`src/rtl/mem_arbiter.sv`:
```
// mem_arbiter
//   Shares one memory request port between an instruction-fetch requester (im_*)
//   and a data requester (dm_*). The request path and the response path are
//   purely combinational. Requests reach memory in the cycle they are presented,
//   and responses reach the requester in the cycle they arrive.
//
//   Responses come back in order, one per accepted request. An in-order FIFO of
//   requester IDs (0 = fetch, 1 = data) steers each response. A request is only
//   eligible while fewer than MaxOutstanding transactions are in flight. The
//   in-flight count used for this test is the registered count.
//
//   Optional feature (compile-time macro MEM_ARB_ROUND_ROBIN_EN):
//     defined   : on contention, the requester that was not granted in the most
//                 recent completed transfer wins. Out of reset, fetch is
//                 preferred.
//     undefined : fixed priority; the data requester wins any contention.
//
// Ports
//   clk_i, rst_i                   clock, synchronous active-high reset
//   im_valid_i/im_addr_i           fetch request (read only)
//   im_ready_o                     fetch request accepted this cycle
//   im_rvalid_o/im_rdata_o         fetch response
//   dm_valid_i/dm_addr_i/dm_we_i/
//   dm_wdata_i/dm_wstrb_i          data request
//   dm_ready_o                     data request accepted this cycle
//   dm_rvalid_o/dm_rdata_o         data response (reads and writes)
//   mem_valid_o/mem_addr_o/mem_we_o/
//   mem_wdata_o/mem_wstrb_o        forwarded memory request
//   mem_ready_i                    memory accepts request
//   mem_rvalid_i/mem_rdata_i       memory response, in order
module mem_arbiter #(
  parameter int AddrWidth      = 32,
  parameter int DataWidth      = 32,
  parameter int MaxOutstanding = 2
) (
  input  logic                   clk_i,
  input  logic                   rst_i,
  input  logic                   im_valid_i,
  input  logic [AddrWidth-1:0]   im_addr_i,
  output logic                   im_ready_o,
  output logic                   im_rvalid_o,
  output logic [DataWidth-1:0]   im_rdata_o,
  input  logic                   dm_valid_i,
  input  logic [AddrWidth-1:0]   dm_addr_i,
  input  logic                   dm_we_i,
  input  logic [DataWidth-1:0]   dm_wdata_i,
  input  logic [DataWidth/8-1:0] dm_wstrb_i,
  output logic                   dm_ready_o,
  output logic                   dm_rvalid_o,
  output logic [DataWidth-1:0]   dm_rdata_o,
  output logic                   mem_valid_o,
  output logic [AddrWidth-1:0]   mem_addr_o,
  output logic                   mem_we_o,
  output logic [DataWidth-1:0]   mem_wdata_o,
  output logic [DataWidth/8-1:0] mem_wstrb_o,
  input  logic                   mem_ready_i,
  input  logic                   mem_rvalid_i,
  input  logic [DataWidth-1:0]   mem_rdata_i
);

  localparam int PtrW = (MaxOutstanding > 1) ? $clog2(MaxOutstanding) : 1;
  localparam int CntW = $clog2(MaxOutstanding + 1);
  localparam logic [PtrW-1:0] PtrLast = PtrW'(MaxOutstanding - 1);
  localparam logic [CntW-1:0] CntMax  = CntW'(MaxOutstanding);
  localparam logic IdFetch = 1'b0;
  localparam logic IdData  = 1'b1;

  logic [CntW-1:0] count_q, count_d;
  logic [PtrW-1:0] wr_ptr_q, wr_ptr_d;
  logic [PtrW-1:0] rd_ptr_q, rd_ptr_d;
  logic            id_fifo_q [MaxOutstanding];
  logic            lock_q, lock_d;
  logic            lock_id_q, lock_id_d;

  logic eligible;
  logic req_valid;
  logic winner;
  logic push;
  logic pop;
  logic rsp_id;

`ifdef MEM_ARB_ROUND_ROBIN_EN
  // rr_q holds the ID that wins the next contention.
  logic rr_q, rr_d;
`endif

  // Pointers wrap explicitly so a depth of 1 works as well.
  function automatic logic [PtrW-1:0] ptr_inc(input logic [PtrW-1:0] p);
    return (p == PtrLast) ? '0 : p + PtrW'(1);
  endfunction

  // Arbitration and request forwarding.
  always_comb begin
    eligible  = !rst_i && (count_q < CntMax);
    req_valid = im_valid_i || dm_valid_i;
    winner    = dm_valid_i ? IdData : IdFetch;
    // A stalled grant stays with its owner while that owner keeps requesting.
    if (lock_q && (lock_id_q == IdData ? dm_valid_i : im_valid_i)) begin
      winner = lock_id_q;
    end else if (im_valid_i && dm_valid_i) begin
`ifdef MEM_ARB_ROUND_ROBIN_EN
      winner = rr_q;
`else
      winner = IdData;
`endif
    end

    mem_valid_o = eligible && req_valid;
    mem_addr_o  = (winner == IdData) ? dm_addr_i : im_addr_i;
    mem_we_o    = (winner == IdData) && dm_we_i;
    mem_wdata_o = (winner == IdData) ? dm_wdata_i : '0;
    mem_wstrb_o = (winner == IdData) ? dm_wstrb_i : '0;

    im_ready_o  = mem_valid_o && mem_ready_i && (winner == IdFetch);
    dm_ready_o  = mem_valid_o && mem_ready_i && (winner == IdData);
  end

  // Response steering. A response with nothing outstanding is ignored.
  always_comb begin
    push        = mem_valid_o && mem_ready_i;
    pop         = !rst_i && mem_rvalid_i && (count_q != '0);
    rsp_id      = id_fifo_q[rd_ptr_q];
    im_rvalid_o = pop && (rsp_id == IdFetch);
    dm_rvalid_o = pop && (rsp_id == IdData);
    im_rdata_o  = mem_rdata_i;
    dm_rdata_o  = mem_rdata_i;
  end

  // Next-state logic.
  always_comb begin
    count_d   = count_q;
    wr_ptr_d  = wr_ptr_q;
    rd_ptr_d  = rd_ptr_q;
    lock_d    = mem_valid_o && !mem_ready_i;
    lock_id_d = winner;
    if (push) wr_ptr_d = ptr_inc(wr_ptr_q);
    if (pop)  rd_ptr_d = ptr_inc(rd_ptr_q);
    case ({push, pop})
      2'b10:   count_d = count_q + CntW'(1);
      2'b01:   count_d = count_q - CntW'(1);
      default: count_d = count_q;
    endcase
`ifdef MEM_ARB_ROUND_ROBIN_EN
    rr_d = push ? ~winner : rr_q;
`endif
  end

  always_ff @(posedge clk_i) begin
    if (rst_i) begin
      count_q   <= '0;
      wr_ptr_q  <= '0;
      rd_ptr_q  <= '0;
      lock_q    <= 1'b0;
      lock_id_q <= IdFetch;
`ifdef MEM_ARB_ROUND_ROBIN_EN
      rr_q      <= IdFetch;
`endif
    end else begin
      count_q   <= count_d;
      wr_ptr_q  <= wr_ptr_d;
      rd_ptr_q  <= rd_ptr_d;
      lock_q    <= lock_d;
      lock_id_q <= lock_id_d;
`ifdef MEM_ARB_ROUND_ROBIN_EN
      rr_q      <= rr_d;
`endif
    end
  end

  // ID storage carries no reset; only entries below count_q are ever read.
  always_ff @(posedge clk_i) begin
    if (push) id_fifo_q[wr_ptr_q] <= winner;
  end

endmodule

```
`config.mk`:
```
export PLATFORM = sky130hd
export DESIGN_NAME = mem_arbiter
export DESIGN_NICKNAME = d
export VERILOG_FILES = /design/src/rtl/mem_arbiter.sv
export SDC_FILE = /design/constraint.sdc
export NUM_CORES = 1
export LEC_CHECK = 0
export CAP_MARGIN = 20
export CORE_AREA = 2 2 108 110
export DETAILED_ROUTE_END_ITERATION = 7
export DIE_AREA = 0 0 110 112
export GPL_ROUTABILITY_DRIVEN = 0
export HOLD_SLACK_MARGIN = 0.1
export PLACE_DENSITY = 0.64
export SKIP_LAST_GASP = 1
export SLEW_MARGIN = 20
export SYNTH_ARGS = -nofsm -noshare
export SYNTH_HDL_FRONTEND = slang
export SYNTH_SLANG_ARGS = --single-unit
export TNS_END_PERCENT = 30
```
`constraint.sdc`:
```
create_clock -name clk_i -period 4.05 [get_ports clk_i]
set_input_delay 0.405 -clock clk_i [delete_from_list [all_inputs] [get_ports clk_i]]
set_output_delay 0.405 -clock clk_i [all_outputs]
set_load 0.005 [all_outputs]
```
==> impl_metrics.json, run 1 <==
{
  "outcome": "finished clean",
  "fin_crit_sh_pct": 75.5,
  "yosys.area_share.simple_pct": 22.8,
  "synthXorXnorAreaFrac_pct": 1.68,
  "drv_slew": 0,
  "totalWireLength_mm": 6.53,
  "holdWs_ns": 0.502,
  "finalSetupViolCount": 0,
  "path_common_cell": "clkdlybuf4s50_1",
  "portBuffers": 180,
  "design.core.area_um2": 11200,
  "critPathMaxStageDelay_ns": 0.53,
  "rows": 39,
  "clock_power_share_pct": 30.1,
  "synth_area_per_cell_um2": 8.39,
  "yosys.area_share.adder_pct": 0.802,
  "drt-pass1-iter-count": 4,
  "synthMuxAreaShare_pct": 24.2,
  "path_class": "input pin to output port",
  "h-tree-depth": 1,
  "p_seq_share_pct": 18.1,
  "cp_cell_sequence": "clkdlybuf4s50_1 -> nand3b_4 -> nand2_4 -> mux2_2 -> clkdlybuf4s50_1",
  "critical_path.top_delay_family": "buffers and inverters",
  "synth_area_leader_cell": "buf_4",
  "die_h_um": 112,
  "io_pins": 277,
  "postCtsHoldBufs": 0,
  "post_cts_buffers": 0,
  "drive_gt1_share_pct": 12.9,
  "final_cells": 438,
  "rsz0062_at_grt": "no",
  "critical_path.max_fanout": 38,
  "skew_ns": 0.00172,
  "cts_root_buf": "clkbuf_16",
  "synthCells": 186,
  "crit_path_top_delay_cell": "clkdlybuf4s50_1",
  "irDropWorstVdd_mv": 0.132,
  "drt-initial-drc-count": 51,
  "cts_tree": "built",
  "power_uw": 586,
  "numClockSinks": 9,
  "synth_top_family_by_area": "buffers and inverters",
  "cp-end-kind": "output port",
  "cp-start-kind": "input pin",
  "grt_max_degree": 39,
  "swShare_pct": 23.5,
  "grt_pass1_vias": 1753,
  "area_growth_pct": 96.7,
  "switchingPower_uw": 138,
  "antenna_cells": 0,
  "drc": 0,
  "grt.overflow.total": 0,
  "p_per_area_nw_per_um2": 191,
  "crit_arrival_ns": 2.65,
  "clk_pin_slew_ns": 0.04,
  "seq_area_frac_synth_pct": 12.8,
  "ant_nets": 0,
  "grt_pass1_wl_mm": 9.13,
  "place_inst": 434,
  "fin_area_um2": 3070,
  "leakage_nw": 1.24,
  "synth_compound_area_share_pct": 1.44,
  "syn_nets": 326,
  "insertion_delay_ns": 0.24,
  "holdCritPathClass": "register to register",
  "avgRoutedWirePerCell_um": 14.9,
  "combinationalPowerShare_pct": 51.8,
  "num_vias": 1694,
  "clockBufferDepth": 2,
  "ys_seq_elements": 9,
  "grt.total_usage_pct": 9.67,
  "internal_power_uw": 448,
  "start_util_pct": 14.0,
  "relSlewSlack_pct": 57.6,
  "ys_top_cells_by_area": "buf_4 (31%), mux2_2 (22%), and3_1 (15%)",
  "worst_pin_slew_ns": 0.633,
  "hpwl_mm": 5.72,
  "max_freq_mhz": 327,
  "synth_cell_types": 27,
  "critPathBufInv": 2,
  "drv_cap": 0,
  "hold_viol_final": 0,
  "required_ns": 3.64,
  "period_minus_slack_ns": 3.06,
  "synth-warning-count": 0,
  "synth_top_area_share_pct": 30.8,
  "die_w_um": 110,
  "nNetsFinal": 436,
  "setup-tns-final_ns": 0,
  "syn-cell-area_um2": 1560,
  "vias_per_cell": 3.87,
  "fillers": 1171,
  "cts_buffers": 3,
  "ctsResizeCount": 0,
  "dpl-instance-area_um2": 2990,
  "antenna_found_initial": 0,
  "die-area_um2": 12300
}
==> worst min-delay path, delay by kind of cell, from the launching register on <==
family           cells  cell delay, ns
AND/OR/NAND/NOR      1            0.07
XOR/XNOR             1            0.08
flip-flops           1            0.31
==> power by group through the flow <==
stage / logic, mW / registers, mW / clock network (mW)
2_1_floorplan: 0.144 / 0.106 / 0
3_3_place_gp: 0.303 / 0.107 / 0
3_5_place_dp: 0.306 / 0.107 / 0
4_1_cts: 0.308 / 0.106 / 0.179
5_1_grt: 0.324 / 0.106 / 0.184
6_report: 0.303 / 0.106 / 0.177
==> cell usage after synthesis <==
cell type / number
o21a_1: 1
nand3b_4: 1
dfxtp_1: 7
nand3b_1: 1
mux2_4: 2
edfxtp_1: 2
buf_2: 2
and2_1: 1
nand2b_1: 1
nor4_1: 1
inv_1: 2
and3_1: 38
mux2i_1: 1
xnor2_1: 1
buf_6: 4
clkbuf_1: 6
o21ai_0: 2
ha_1: 1
xor2_1: 2
mux2_2: 30
a21oi_1: 1
nor3_1: 2
nand2_4: 1
nor2b_1: 1
buf_4: 64
nor2_1: 10
or3_1: 1
==> area by class of cell <==
class                   instances  area [µm²]  area share (%)
clock buffers                   4        78.8            2.57
flip-flops and latches          9         200            6.52
multi-input cells              99         795            25.9
repair buffers                181        1810            58.9
well taps                     143         179            5.83
inverters                       2        7.51           0.245
==> stage by stage <==
| step | setup WS (ns) | util (%) |
|---|---|---|
| 2_1_floorplan | 2.35 | - |
| 3_3_place_gp | 1.03 | 26.8 |
| 3_5_place_dp | 0.987 | 26.8 |
| 4_1_cts | 0.979 | 27.5 |
| 5_1_grt | 0.865 | 27.5 |
| 6_report | 0.991 | 27.5 |
==> per-layer routing <==
metal  global-route usage [%]  up-vias  wire length (µm)
met5                        0        -                 0
met4                     3.97        0               202
met3                     3.40       19               768
met2                     18.1      138              3420
met1                     9.36      753              2140
li1                         -      784                 -
==> path summary, 6_finish.rpt <==
kind / slack [ns] / startpoint / cells after the start / to
setup reg to reg: 2.34 / count_q[1] / 5 / count_q[1]
setup / recovery: 0.99 / im_valid_i / 5 / mem_addr_o[2]
hold / removal: 0.50 / rd_ptr_q / 2 / register
hold reg to reg: 0.50 / rd_ptr_q / 2 / register
==> cell families (layout without fill, tap and decap cells) <==
group                    count (synthesis)  in the layout
XOR/XNOR                                 3              3
adder cells (fa/ha/maj)                  1              1
multiplexers                            33             33
AO/OA/AOI/OAI                            4              4
buffers and inverters                   78            187
flip-flops                               9              9
AND/OR/NAND/NOR                         58             58
==> layout by cell type (no fill, tap or decap), drive strengths merged, types with 4 or more instances in the layout <==
master	instances
nor2	10
dfxtp	7
clkbuf	4
mux2	32
and3	38
clkdlybuf4s50	180
(Power assumes the default switching activity.)
==> inputs of run 2 (changes only) <==
--- a/config.mk
+++ b/config.mk
@@ -6,12 +6,12 @@
 export NUM_CORES = 1
 export LEC_CHECK = 0
 export CAP_MARGIN = 20
-export CORE_AREA = 2 2 108 110
+export CORE_AREA = 2 2 109 111
 export DETAILED_ROUTE_END_ITERATION = 7
-export DIE_AREA = 0 0 110 112
+export DIE_AREA = 0 0 111 113
 export GPL_ROUTABILITY_DRIVEN = 0
 export HOLD_SLACK_MARGIN = 0.1
-export PLACE_DENSITY = 0.64
+export PLACE_DENSITY = 0.66
 export SKIP_LAST_GASP = 1
 export SLEW_MARGIN = 20
 export SYNTH_ARGS = -nofsm -noshare
==> constraint.sdc (replaced) <==
create_clock -name clk_i -period 2.7 [get_ports clk_i]
set_input_delay 0.27 -clock clk_i [delete_from_list [all_inputs] [get_ports clk_i]]
set_output_delay 0.27 -clock clk_i [all_outputs]
set_load 0.005 [all_outputs]
==> run 2 against run 1 <==
  * Die area grew 1.8%
  * Flip-flop and latch count is the same
  * Global-route usage shrank 0.46 points
  * First-iteration DRC count shrank 49%
  * Final area grew 0.49%
  * Final cell count grew 0.46%
  * Hold slack lost 0.019 ns
  * Via count shrank 2.7%
  * Power grew 50%
  * Clock skew grew 0.0054 ns
  * Setup slack lost 0.72 ns
  * Non-clock buffer count grew 2
  * Critical path type unchanged
  * Critical endpoint is now mem_addr_o[23]
  * Highest routed layer unchanged
==> impl_metrics.json, run 2 (synthesized netlist as in run 1, its figures left out) <==
{
  "ant_nets": 0,
  "totalWireLength_mm": 6.24,
  "hpwl_mm": 5.50,
  "drv_cap": 0,
  "layout_common_cells": "clkdlybuf4s50_1 (180), and3_1 (38), mux2_2 (30), nor2_1 (10), dfxtp_1 (7)",
  "die_h_um": 113,
  "setup-tns-final_ns": 0,
  "place_ws_ns": 0.259,
  "drc": 0,
  "design.core.area_um2": 11300,
  "utilization_pct": 27.4,
  "drt-initial-drc-count": 26,
  "area_growth_pct": 97.7,
  "cts_buffers": 3,
  "final_cells": 440,
  "numClockSinks": 9,
  "holdCritPathClass": "register to register",
  "leakage_nw": 1.25,
  "grt_max_degree": 38,
  "met2WireLength_mm": 3.26,
  "post_cts_buffers": 0,
  "required_ns": 2.43,
  "dr_wl_met3_um": 743,
  "crit_arrival_ns": 2.16,
  "grt.total_usage_pct": 9.22,
  "holdWs_ns": 0.483,
  "clockBufferDepth": 2,
  "h-tree-depth": 1,
  "clk_pin_slew_ns": 0.04,
  "place_inst": 436,
  "drt-pass1-iter-count": 3,
  "vias_per_cell": 3.75,
  "relSlewSlack_pct": 71.0,
  "r2r-end": "count_q[1]",
  "fin_crit_sh_pct": 89.9,
  "drt-met1-wl_mm": 2.15,
  "max_freq_mhz": 412,
  "cp-end-kind": "output port",
  "drive_gt1_share_pct": 13.5,
  "cts_root_buf": "clkbuf_16",
  "reg2reg_slack_ns": 0.97,
  "antenna_cells": 0,
  "r2r-start": "count_q[1]",
  "final_common_cell": "clkdlybuf4s50_1",
  "p_per_area_nw_per_um2": 285,
  "io_pins": 277,
  "die-area_um2": 12500,
  "portBuffers": 180,
  "finalSetupViolCount": 0,
  "die_w_um": 111,
  "worst_pin_slew_ns": 0.435,
  "start_util_pct": 13.8,
  "drv_slew": 0,
  "dr.max_layer_used": "met4",
  "skew_ns": 0.00708,
  "ctsResizeCount": 0,
  "period_minus_slack_ns": 2.43,
  "hold_viol_final": 0,
  "critical_path.max_fanout": 35,
  "outcome": "finished clean",
  "grt_pass1_wl_mm": 9.29,
  "postCtsHoldBufs": 0,
  "rsz0062_at_grt": "no",
  "setup.worst_path.end": "mem_addr_o[23]",
  "rr_worst_depth": 5,
  "rows": 39,
  "nNetsFinal": 438,
  "grt.overflow.total": 0,
  "num_vias": 1648,
  "insertion_delay_ns": 0.24,
  "grt_pass1_vias": 1789,
  "irDropWorstVdd_mv": 0.183,
  "fin_ws_ns": 0.273,
  "avgRoutedWirePerCell_um": 14.2,
  "worstSetupStartpoint": "im_valid_i",
  "fillers": 1199,
  "path_class": "input pin to output port",
  "cts_tree": "built",
  "antenna_found_initial": 0,
  "cp-start-kind": "input pin"
}
-- run 2: changes by cell type in the layout (fill, tap and decap cells not counted), sizes merged --
cell,delta
buf,+2
-- run 2: layout make-up --
type,instances,area [µm²],area share [%]
Timing Repair Buffer,183,1820,59.1
Multi-Input combinational cell,99,795,25.8
Sequential cell,9,200,6.49
Tap cell,143,179,5.80
Clock buffer,4,78.8,2.56
Inverter,2,7.51,0.243
-- run 2: critical path, cell delays in order --
cell and delay [ns]:
clkdlybuf4s50_1 0.54, nand3b_4 0.10, nand2_4 0.35, mux2_2 0.39, clkdlybuf4s50_1 0.49
-- run 2: how the worst min path moves through the flow --
stage	from	to	slack, ns	cells after the start
floorplan	mem_ready_i	lock_q	0.35	1
global placement	wr_ptr_q	wr_ptr_q	0.46	1
detailed placement	wr_ptr_q	wr_ptr_q	0.48	1
CTS	wr_ptr_q	wr_ptr_q	0.49	1
global route	wr_ptr_q	wr_ptr_q	0.50	1
finish	wr_ptr_q	wr_ptr_q	0.48	1
-- run 2: metrics by stage --
step,cell area [µm²],power [mW]
final,3080,0.878
after global routing,3080,0.921
after CTS,3080,0.891
after detailed placement,3010,0.621
after global placement,3010,0.616
after floorplan,1560,0.374
-- run 2: metal layers --
layer  track usage [%]  vias to the layer above
met5                 0                        -
met4              2.58                        0
met3              3.64                       14
met2              18.0                      133
met1              8.94                      714
li1                  -                      787
-- run 2: where the power goes --
group	internal, mW	switching, mW
clock network	0.198	0.0666
registers	0.150	0.00757
logic	0.326	0.130
==> inputs of run 3 (changes only) <==
--- a/config.mk
+++ b/config.mk
@@ -7,6 +7,7 @@
 export LEC_CHECK = 0
 export CAP_MARGIN = 20
 export CORE_AREA = 2 2 109 111
+export CTS_CLUSTER_DIAMETER = 30
 export DETAILED_ROUTE_END_ITERATION = 7
 export DIE_AREA = 0 0 111 113
 export GPL_ROUTABILITY_DRIVEN = 0
==> results of run 3 <==
The final DEF is identical to that of run 2; final timing and power are the same.
